`config.mk`:
```
export PLATFORM = sky130hd
export DESIGN_NAME = router_pkt_fifo
export DESIGN_NICKNAME = d
export VERILOG_FILES = /design/src/rtl/router_pkg.sv /design/src/rtl/router_fifo_mem.sv /design/src/rtl/router_pkt_fifo.sv
export SDC_FILE = /design/constraint.sdc
export NUM_CORES = 1
export LEC_CHECK = 0
export CAP_MARGIN = 20
export CORE_AREA = 2 2 127 129
export CTS_CLUSTER_DIAMETER = 30
export DETAILED_ROUTE_END_ITERATION = 6
export DIE_AREA = 0 0 129 131
export PLACE_DENSITY = 0.7
export SYNTH_ARGS = -nofsm -noshare
export SYNTH_HDL_FRONTEND = slang
export SYNTH_SLANG_ARGS = --single-unit
```
`constraint.sdc`:
```
create_clock -name clock -period 4.4 [get_ports clock]
set_clock_uncertainty 0.05 [all_clocks]
set_input_delay 0.66 -clock clock [delete_from_list [all_inputs] [get_ports clock]]
set_output_delay 0.66 -clock clock [all_outputs]
set_load 0.01 [all_outputs]
```
`src/rtl/router_pkg.sv`:
```
// ---------------------------------------------------------------------------
// router_pkg
// Shared definitions for the router output-channel packet FIFO.
//   wr_state_e      : write-side FSM states
//   SOP_BIT/EOP_BIT : flag positions inside the 2-bit field stored above data
//   HDR_*           : header byte fields (length [7:2], destination [1:0])
//   hdr_len/hdr_addr: header field extraction helpers
// ---------------------------------------------------------------------------
package router_pkg;

    typedef enum logic [1:0] {
        WR_IDLE    = 2'd0,
        WR_PKT     = 2'd1,
        WR_DISCARD = 2'd2
    } wr_state_e;

    // A stored entry is {sop, eop, data}; these index the flag pair that sits
    // immediately above the data bits.
    localparam int EOP_BIT = 0;
    localparam int SOP_BIT = 1;
    localparam int FLAG_W  = 2;

    localparam int HDR_LEN_MSB  = 7;
    localparam int HDR_LEN_LSB  = 2;
    localparam int HDR_ADDR_MSB = 1;
    localparam int HDR_ADDR_LSB = 0;

    function automatic logic [HDR_LEN_MSB-HDR_LEN_LSB:0] hdr_len(input logic [7:0] hdr);
        return hdr[HDR_LEN_MSB:HDR_LEN_LSB];
    endfunction

    function automatic logic [HDR_ADDR_MSB-HDR_ADDR_LSB:0] hdr_addr(input logic [7:0] hdr);
        return hdr[HDR_ADDR_MSB:HDR_ADDR_LSB];
    endfunction

endpackage

```
`src/rtl/router_fifo_mem.sv`:
```
// ---------------------------------------------------------------------------
// router_fifo_mem
// Simple dual-port storage, DEPTH x WIDTH, one write and one read port on the
// same clock. The read data register only loads when re is high, so it holds
// its last value otherwise; srst clears that register (not the array).
//   clk, srst          : clock, synchronous active-high reset of read register
//   we, waddr, wdata   : write port
//   re, raddr, rdata   : read port, rdata valid the cycle after re
// ---------------------------------------------------------------------------
module router_fifo_mem #(
    parameter int WIDTH = 10,
    parameter int DEPTH = 16,
    parameter int AW    = $clog2(DEPTH)
) (
    input  logic             clk,
    input  logic             srst,
    input  logic             we,
    input  logic [AW-1:0]    waddr,
    input  logic [WIDTH-1:0] wdata,
    input  logic             re,
    input  logic [AW-1:0]    raddr,
    output logic [WIDTH-1:0] rdata
);

    logic [WIDTH-1:0] mem_q [DEPTH];

    always_ff @(posedge clk) begin
        if (we) begin
            mem_q[waddr] <= wdata;
        end
    end

    always_ff @(posedge clk) begin
        if (srst) begin
            rdata <= '0;
        end else if (re) begin
            rdata <= mem_q[raddr];
        end
    end

endmodule

```
`src/rtl/router_pkt_fifo.sv`:
```
// ---------------------------------------------------------------------------
// router_pkt_fifo
// Store-and-forward packet FIFO between the router register block (writer)
// and one output port (reader). Bytes become readable only once the packet's
// last byte has been written (committed); partial packets can be aborted,
// restarted by a new header, or discarded on overflow.
//   clock, reset, soft_reset : clock, synchronous active-high resets (same effect)
//   write_enb, lfd_state, wr_last, wr_abort, data_in : write side
//   read_enb, data_out, data_valid, rd_sop, rd_eop   : read side (1-cycle latency)
//   full, almost_full, empty, fill_level, pkt_count  : status
//   drop_err : one-cycle pulse when a write is dropped
// ---------------------------------------------------------------------------
module router_pkt_fifo
    import router_pkg::*;
#(
    parameter int DATA_WIDTH   = 8,
    parameter int DEPTH        = 16,
    parameter int AFULL_THRESH = 14
) (
    input  logic                    clock,
    input  logic                    reset,
    input  logic                    soft_reset,
    input  logic                    write_enb,
    input  logic                    lfd_state,
    input  logic                    wr_last,
    input  logic                    wr_abort,
    input  logic [DATA_WIDTH-1:0]   data_in,
    input  logic                    read_enb,
    output logic [DATA_WIDTH-1:0]   data_out,
    output logic                    data_valid,
    output logic                    rd_sop,
    output logic                    rd_eop,
    output logic                    full,
    output logic                    almost_full,
    output logic                    empty,
    output logic [$clog2(DEPTH):0]  fill_level,
    output logic [$clog2(DEPTH):0]  pkt_count,
    output logic                    drop_err
);

    localparam int AW = $clog2(DEPTH);
    localparam int PW = AW + 1;
    localparam int EW = DATA_WIDTH + FLAG_W;

    logic          srst;
    wr_state_e     state_q, state_d;
    logic [PW-1:0] wr_ptr_q, wr_ptr_d;
    logic [PW-1:0] commit_ptr_q, commit_ptr_d;
    logic [PW-1:0] rd_ptr_q, rd_ptr_d;
    logic [PW-1:0] pkt_count_q, pkt_count_d;
    logic          drop_err_q, drop_err_d;
    logic          data_valid_q, data_valid_d;

    logic          take_hdr, take_data, overflow, commit_now;
    logic [PW-1:0] wr_base;
    logic          mem_we;
    logic [AW-1:0] mem_waddr;
    logic [EW-1:0] mem_wdata, mem_rdata;
    logic          rd_fire, rd_eop_now;

    // Copy of each entry's eop flag, readable in the same cycle as the read
    // request so pkt_count can drop on the same edge that advances rd_ptr.
    logic [DEPTH-1:0] eop_shadow_q;

    assign srst        = reset | soft_reset;
    assign full        = (wr_ptr_q == {~rd_ptr_q[PW-1], rd_ptr_q[PW-2:0]});
    assign empty       = (rd_ptr_q == commit_ptr_q);
    assign fill_level  = wr_ptr_q - rd_ptr_q;
    assign almost_full = (fill_level >= PW'(AFULL_THRESH));
    assign pkt_count   = pkt_count_q;
    assign drop_err    = drop_err_q;
    assign data_valid  = data_valid_q;
    assign data_out    = mem_rdata[DATA_WIDTH-1:0];
    assign rd_sop      = mem_rdata[DATA_WIDTH+SOP_BIT];
    assign rd_eop      = mem_rdata[DATA_WIDTH+EOP_BIT];

    always_comb begin
        state_d      = state_q;
        wr_ptr_d     = wr_ptr_q;
        commit_ptr_d = commit_ptr_q;
        drop_err_d   = 1'b0;
        take_hdr     = 1'b0;
        take_data    = 1'b0;
        overflow     = 1'b0;

        if (wr_abort) begin
            wr_ptr_d = commit_ptr_q;
            state_d  = WR_IDLE;
        end else if (write_enb) begin
            case (state_q)
                WR_IDLE: begin
                    if (full)           overflow   = 1'b1;
                    else if (lfd_state) take_hdr   = 1'b1;
                    else                drop_err_d = 1'b1;
                end
                WR_PKT: begin
                    if (full)           overflow  = 1'b1;
                    else if (lfd_state) take_hdr  = 1'b1;
                    else                take_data = 1'b1;
                end
                WR_DISCARD: begin
                    if (lfd_state && !full) take_hdr = 1'b1;
                end
                default: state_d = WR_IDLE;
            endcase
        end

        if (overflow) begin
            drop_err_d = 1'b1;
            wr_ptr_d   = commit_ptr_q;
            state_d    = WR_DISCARD;
        end

        // A header always lands at the commit point: in WR_IDLE/WR_DISCARD
        // wr_ptr already equals commit_ptr, and in WR_PKT it drops the
        // unterminated packet being built.
        wr_base    = take_hdr ? commit_ptr_q : wr_ptr_q;
        mem_we     = take_hdr | take_data;
        mem_waddr  = wr_base[AW-1:0];
        mem_wdata  = {take_hdr, wr_last, data_in};
        commit_now = mem_we & wr_last;

        if (mem_we) begin
            wr_ptr_d = wr_base + PW'(1);
            if (wr_last) begin
                commit_ptr_d = wr_base + PW'(1);
                state_d      = WR_IDLE;
            end else begin
                state_d      = WR_PKT;
            end
        end

        rd_fire      = read_enb & ~empty;
        rd_ptr_d     = rd_ptr_q + (rd_fire ? PW'(1) : PW'(0));
        rd_eop_now   = rd_fire & eop_shadow_q[rd_ptr_q[AW-1:0]];
        data_valid_d = rd_fire;

        pkt_count_d = pkt_count_q;
        if (commit_now && !rd_eop_now) begin
            pkt_count_d = pkt_count_q + PW'(1);
        end else if (!commit_now && rd_eop_now) begin
            pkt_count_d = pkt_count_q - PW'(1);
        end
    end

    always_ff @(posedge clock) begin
        if (srst) begin
            state_q      <= WR_IDLE;
            wr_ptr_q     <= '0;
            commit_ptr_q <= '0;
            rd_ptr_q     <= '0;
            pkt_count_q  <= '0;
            drop_err_q   <= 1'b0;
            data_valid_q <= 1'b0;
        end else begin
            state_q      <= state_d;
            wr_ptr_q     <= wr_ptr_d;
            commit_ptr_q <= commit_ptr_d;
            rd_ptr_q     <= rd_ptr_d;
            pkt_count_q  <= pkt_count_d;
            drop_err_q   <= drop_err_d;
            data_valid_q <= data_valid_d;
        end
    end

    always_ff @(posedge clock) begin
        if (mem_we && !srst) begin
            eop_shadow_q[mem_waddr] <= wr_last;
        end
    end

    router_fifo_mem #(
        .WIDTH (EW),
        .DEPTH (DEPTH),
        .AW    (AW)
    ) u_mem (
        .clk   (clock),
        .srst  (srst),
        .we    (mem_we & ~srst),
        .waddr (mem_waddr),
        .wdata (mem_wdata),
        .re    (rd_fire & ~srst),
        .raddr (rd_ptr_q[AW-1:0]),
        .rdata (mem_rdata)
    );

endmodule
```
==> run summary <==
Net Sw Power -> 794 µW
H-tree levels -> 4
top cells by area, synth -> edfxtp_1 (60%), mux4_2 (11%), dfxtp_1 (8.5%)
Comb power frac -> 0.031
clock share of power -> 0.413
Final period util -> 0.823
final cell count without fillers -> 780
crit end category -> flop
kind of critical path -> flop to flop
Cell Area, Synth -> 0.00805 mm²
Vias/cell -> 5.83
largest net degree at the start of global routing -> 40
DR DRC count -> 0
Yosys reg bits -> 194
1st-iter DRT viols -> 505
area occupied by multi-input gates -> 0.00241 mm²
post-detail-place hpwl -> 10500 µm
Sequential Power Share -> 0.556
fill count -> 1155
Reg area -> 0.00549 mm²
I/O Buffers -> 40
power density cells -> 381 mW/mm²
antenna-violating nets left -> 0
RSZ-0062 raised after global routing -> false
fin crit period -> 3620 ps
post-synth top area share -> 0.597
critical path data arrival time -> 3940 ps
Worst-Margin Slew -> 989 ps
Clk pin slew, worst setup/hold paths -> 70 ps
initial antenna violation count -> 0
Synth async-reset ratio -> 0
CTS Sinks -> 194
status -> finished, final reports clean
endpoints failing hold -> 0
Worst Setup Start Kind -> flop
slew margin rel. -> 0.338
EDFF count, synth -> 160
clock tree buffer depth -> 2
Final nets -> 583
wire per inst -> 21.2 µm
number of global-route vias before repair -> 4448
full die area -> 0.0169 mm²
setup TNS -> 0 ps
ANT cells -> 0
Synth Net Count -> 522
share of layout cells above drive strength 1 -> 0.190
Inst Count DP -> 748
final wirelength -> 16500 µm
Initial Utilization -> 0.516
grt ovf -> 0
worst endpoint required time -> 4720 ps
DRT Pass-1 Iters -> 5
CTS root buffer -> clkbuf_16
postcts setup bufs -> 0
Total GRT Usage -> 0.209
worst skew pair latency -> 430 ps
I/O pin total -> 41
Max-cap violations -> 0
syn avg cell area -> 16.4 µm²
CTS tree -> built
Distinct cells, synth -> 50
Syn Inst Count -> 490
top_reg_cell synth -> edfxtp_1
vias -> 4550
Switching Fraction -> 0.222
first-pass GRT wire length -> 25600 µm
Core ar. -> 0.0156 mm²
sequential share of the synthesized area -> 0.681
routability cong. -> 0.837
Chip Height -> 131 µm
post-cts sizing count -> 0
final setup vio count -> 0
CTS buffer count -> 17
Die W -> 129 µm
VDD IR max -> 0.338 mV
CP max FO -> 8
commonest cells in the netlist -> edfxtp_1 (160), mux4_2 (40), dfxtp_1 (34), nor2_1 (32), nand2_1 (21)
Cell Int Power -> 2780 µW
most common cell in the synthesized netlist -> edfxtp_1
row count -> 46
post-synth top area cell -> edfxtp_1
max-slew violation count -> 0
leakage -> 0.00311 µW
# hold bufs at CTS -> 0
Synth-to-Final Area Change -> 16.5%
Peak Freq -> 0.276 GHz
Hold Path Class -> flop to flop
Ys Warns -> 0
state kept, by name, indices dropped and copies added, names as in the netlist:
signal,cells
pkt_count,5
eop_shadow_q,15
state_q,2
u_mem.rdata,10
wr_ptr_q,5
data_valid,1
u_mem.mem_q,145
drop_err,1
commit_ptr_q,5
rd_ptr_q,5
worst paths after layout:
kind,cells past startpoint,endpoint,start,slack (ps)
max reg2reg,15,pkt_count[4],rd_ptr_q[3],780
min reg2reg,1,u_mem.rdata[1],u_mem.rdata[1],430
max,15,pkt_count[4],rd_ptr_q[3],780
min,1,u_mem.rdata[1],u_mem.rdata[1],430
power by group through the flow:
| stage | sequential, µW | clock [µW] | combinational, µW |
|---|---|---|---|
| final | 1990 | 1480 | 110 |
| after floorplan | 2030 | 0 | 50.9 |
| after global routing | 1990 | 1570 | 121 |
| after CTS | 1990 | 1490 | 110 |
| after detailed placement | 2030 | 0 | 110 |
| after global placement | 2030 | 0 | 105 |
worst max-delay path: stages, from the launching register on:
cell	delay, ps
dfxtp_1	470
clkinv_1	250
ha_1	390
and4_1	310
nand2_1	160
nand4_1	170
buf_4	180
inv_1	50
ha_1	210
inv_1	130
ha_1	290
a21o_1	190
a21oi_1	170
xnor2_1	90
or3_1	300
a21oi_1	140
placed cells by master, fill, tap and decap left out, drive strengths merged, types with 18 or more instances in the layout:
cell type      synthesis  final
edfxtp               160    160
clkdlybuf4s50          0     40
a22oi                 18     18
buf                   11     25
mux4                  40     40
clkbuf                12     18
inv                   14     19
dfxtp                 34     34
nor2                  33     33
nand2                 21     21
cell type report:
class,instances,area share
inverters,15,0.00600
flip-flops and latches,194,0.585
multi-input cells,258,0.257
well taps,216,0.0288
clock inverters,14,0.0155
clock buffers,18,0.0457
repair buffers,65,0.0626
logic make-up after synthesis:
logic type	share of synthesized area
compound gates	0.0639
xor+xnor	0.0238
fa+ha+maj	0.0267
buf+inv	0.0211
flops	0.681
mux	0.130
simple gates	0.0539
stage by stage:
| step | worst slack [ps] | hold WS [ps] | util | area [µm²] | power, µW |
|---|---|---|---|---|---|
| finish | 777 | 433 | 0.602 | 9390 | 3580 |
| global placement | 955 | 408 | 0.565 | 8810 | 2140 |
| CTS | 799 | 433 | 0.602 | 9390 | 3590 |
| global route | 497 | 440 | 0.602 | 9390 | 3680 |
| floorplan | 776 | 433 | - | 8050 | 2080 |
| detailed placement | 800 | 414 | 0.565 | 8810 | 2140 |
layer usage:
layer  vias up  track usage  wire length (µm)
li1       2038            -                 -
met5         -            0                 0
met3        16       0.0419               923
met2       138        0.340              8290
met1      2358        0.293              7130
met4         0       0.0582               153
Power figures use the tool's default switching activity.
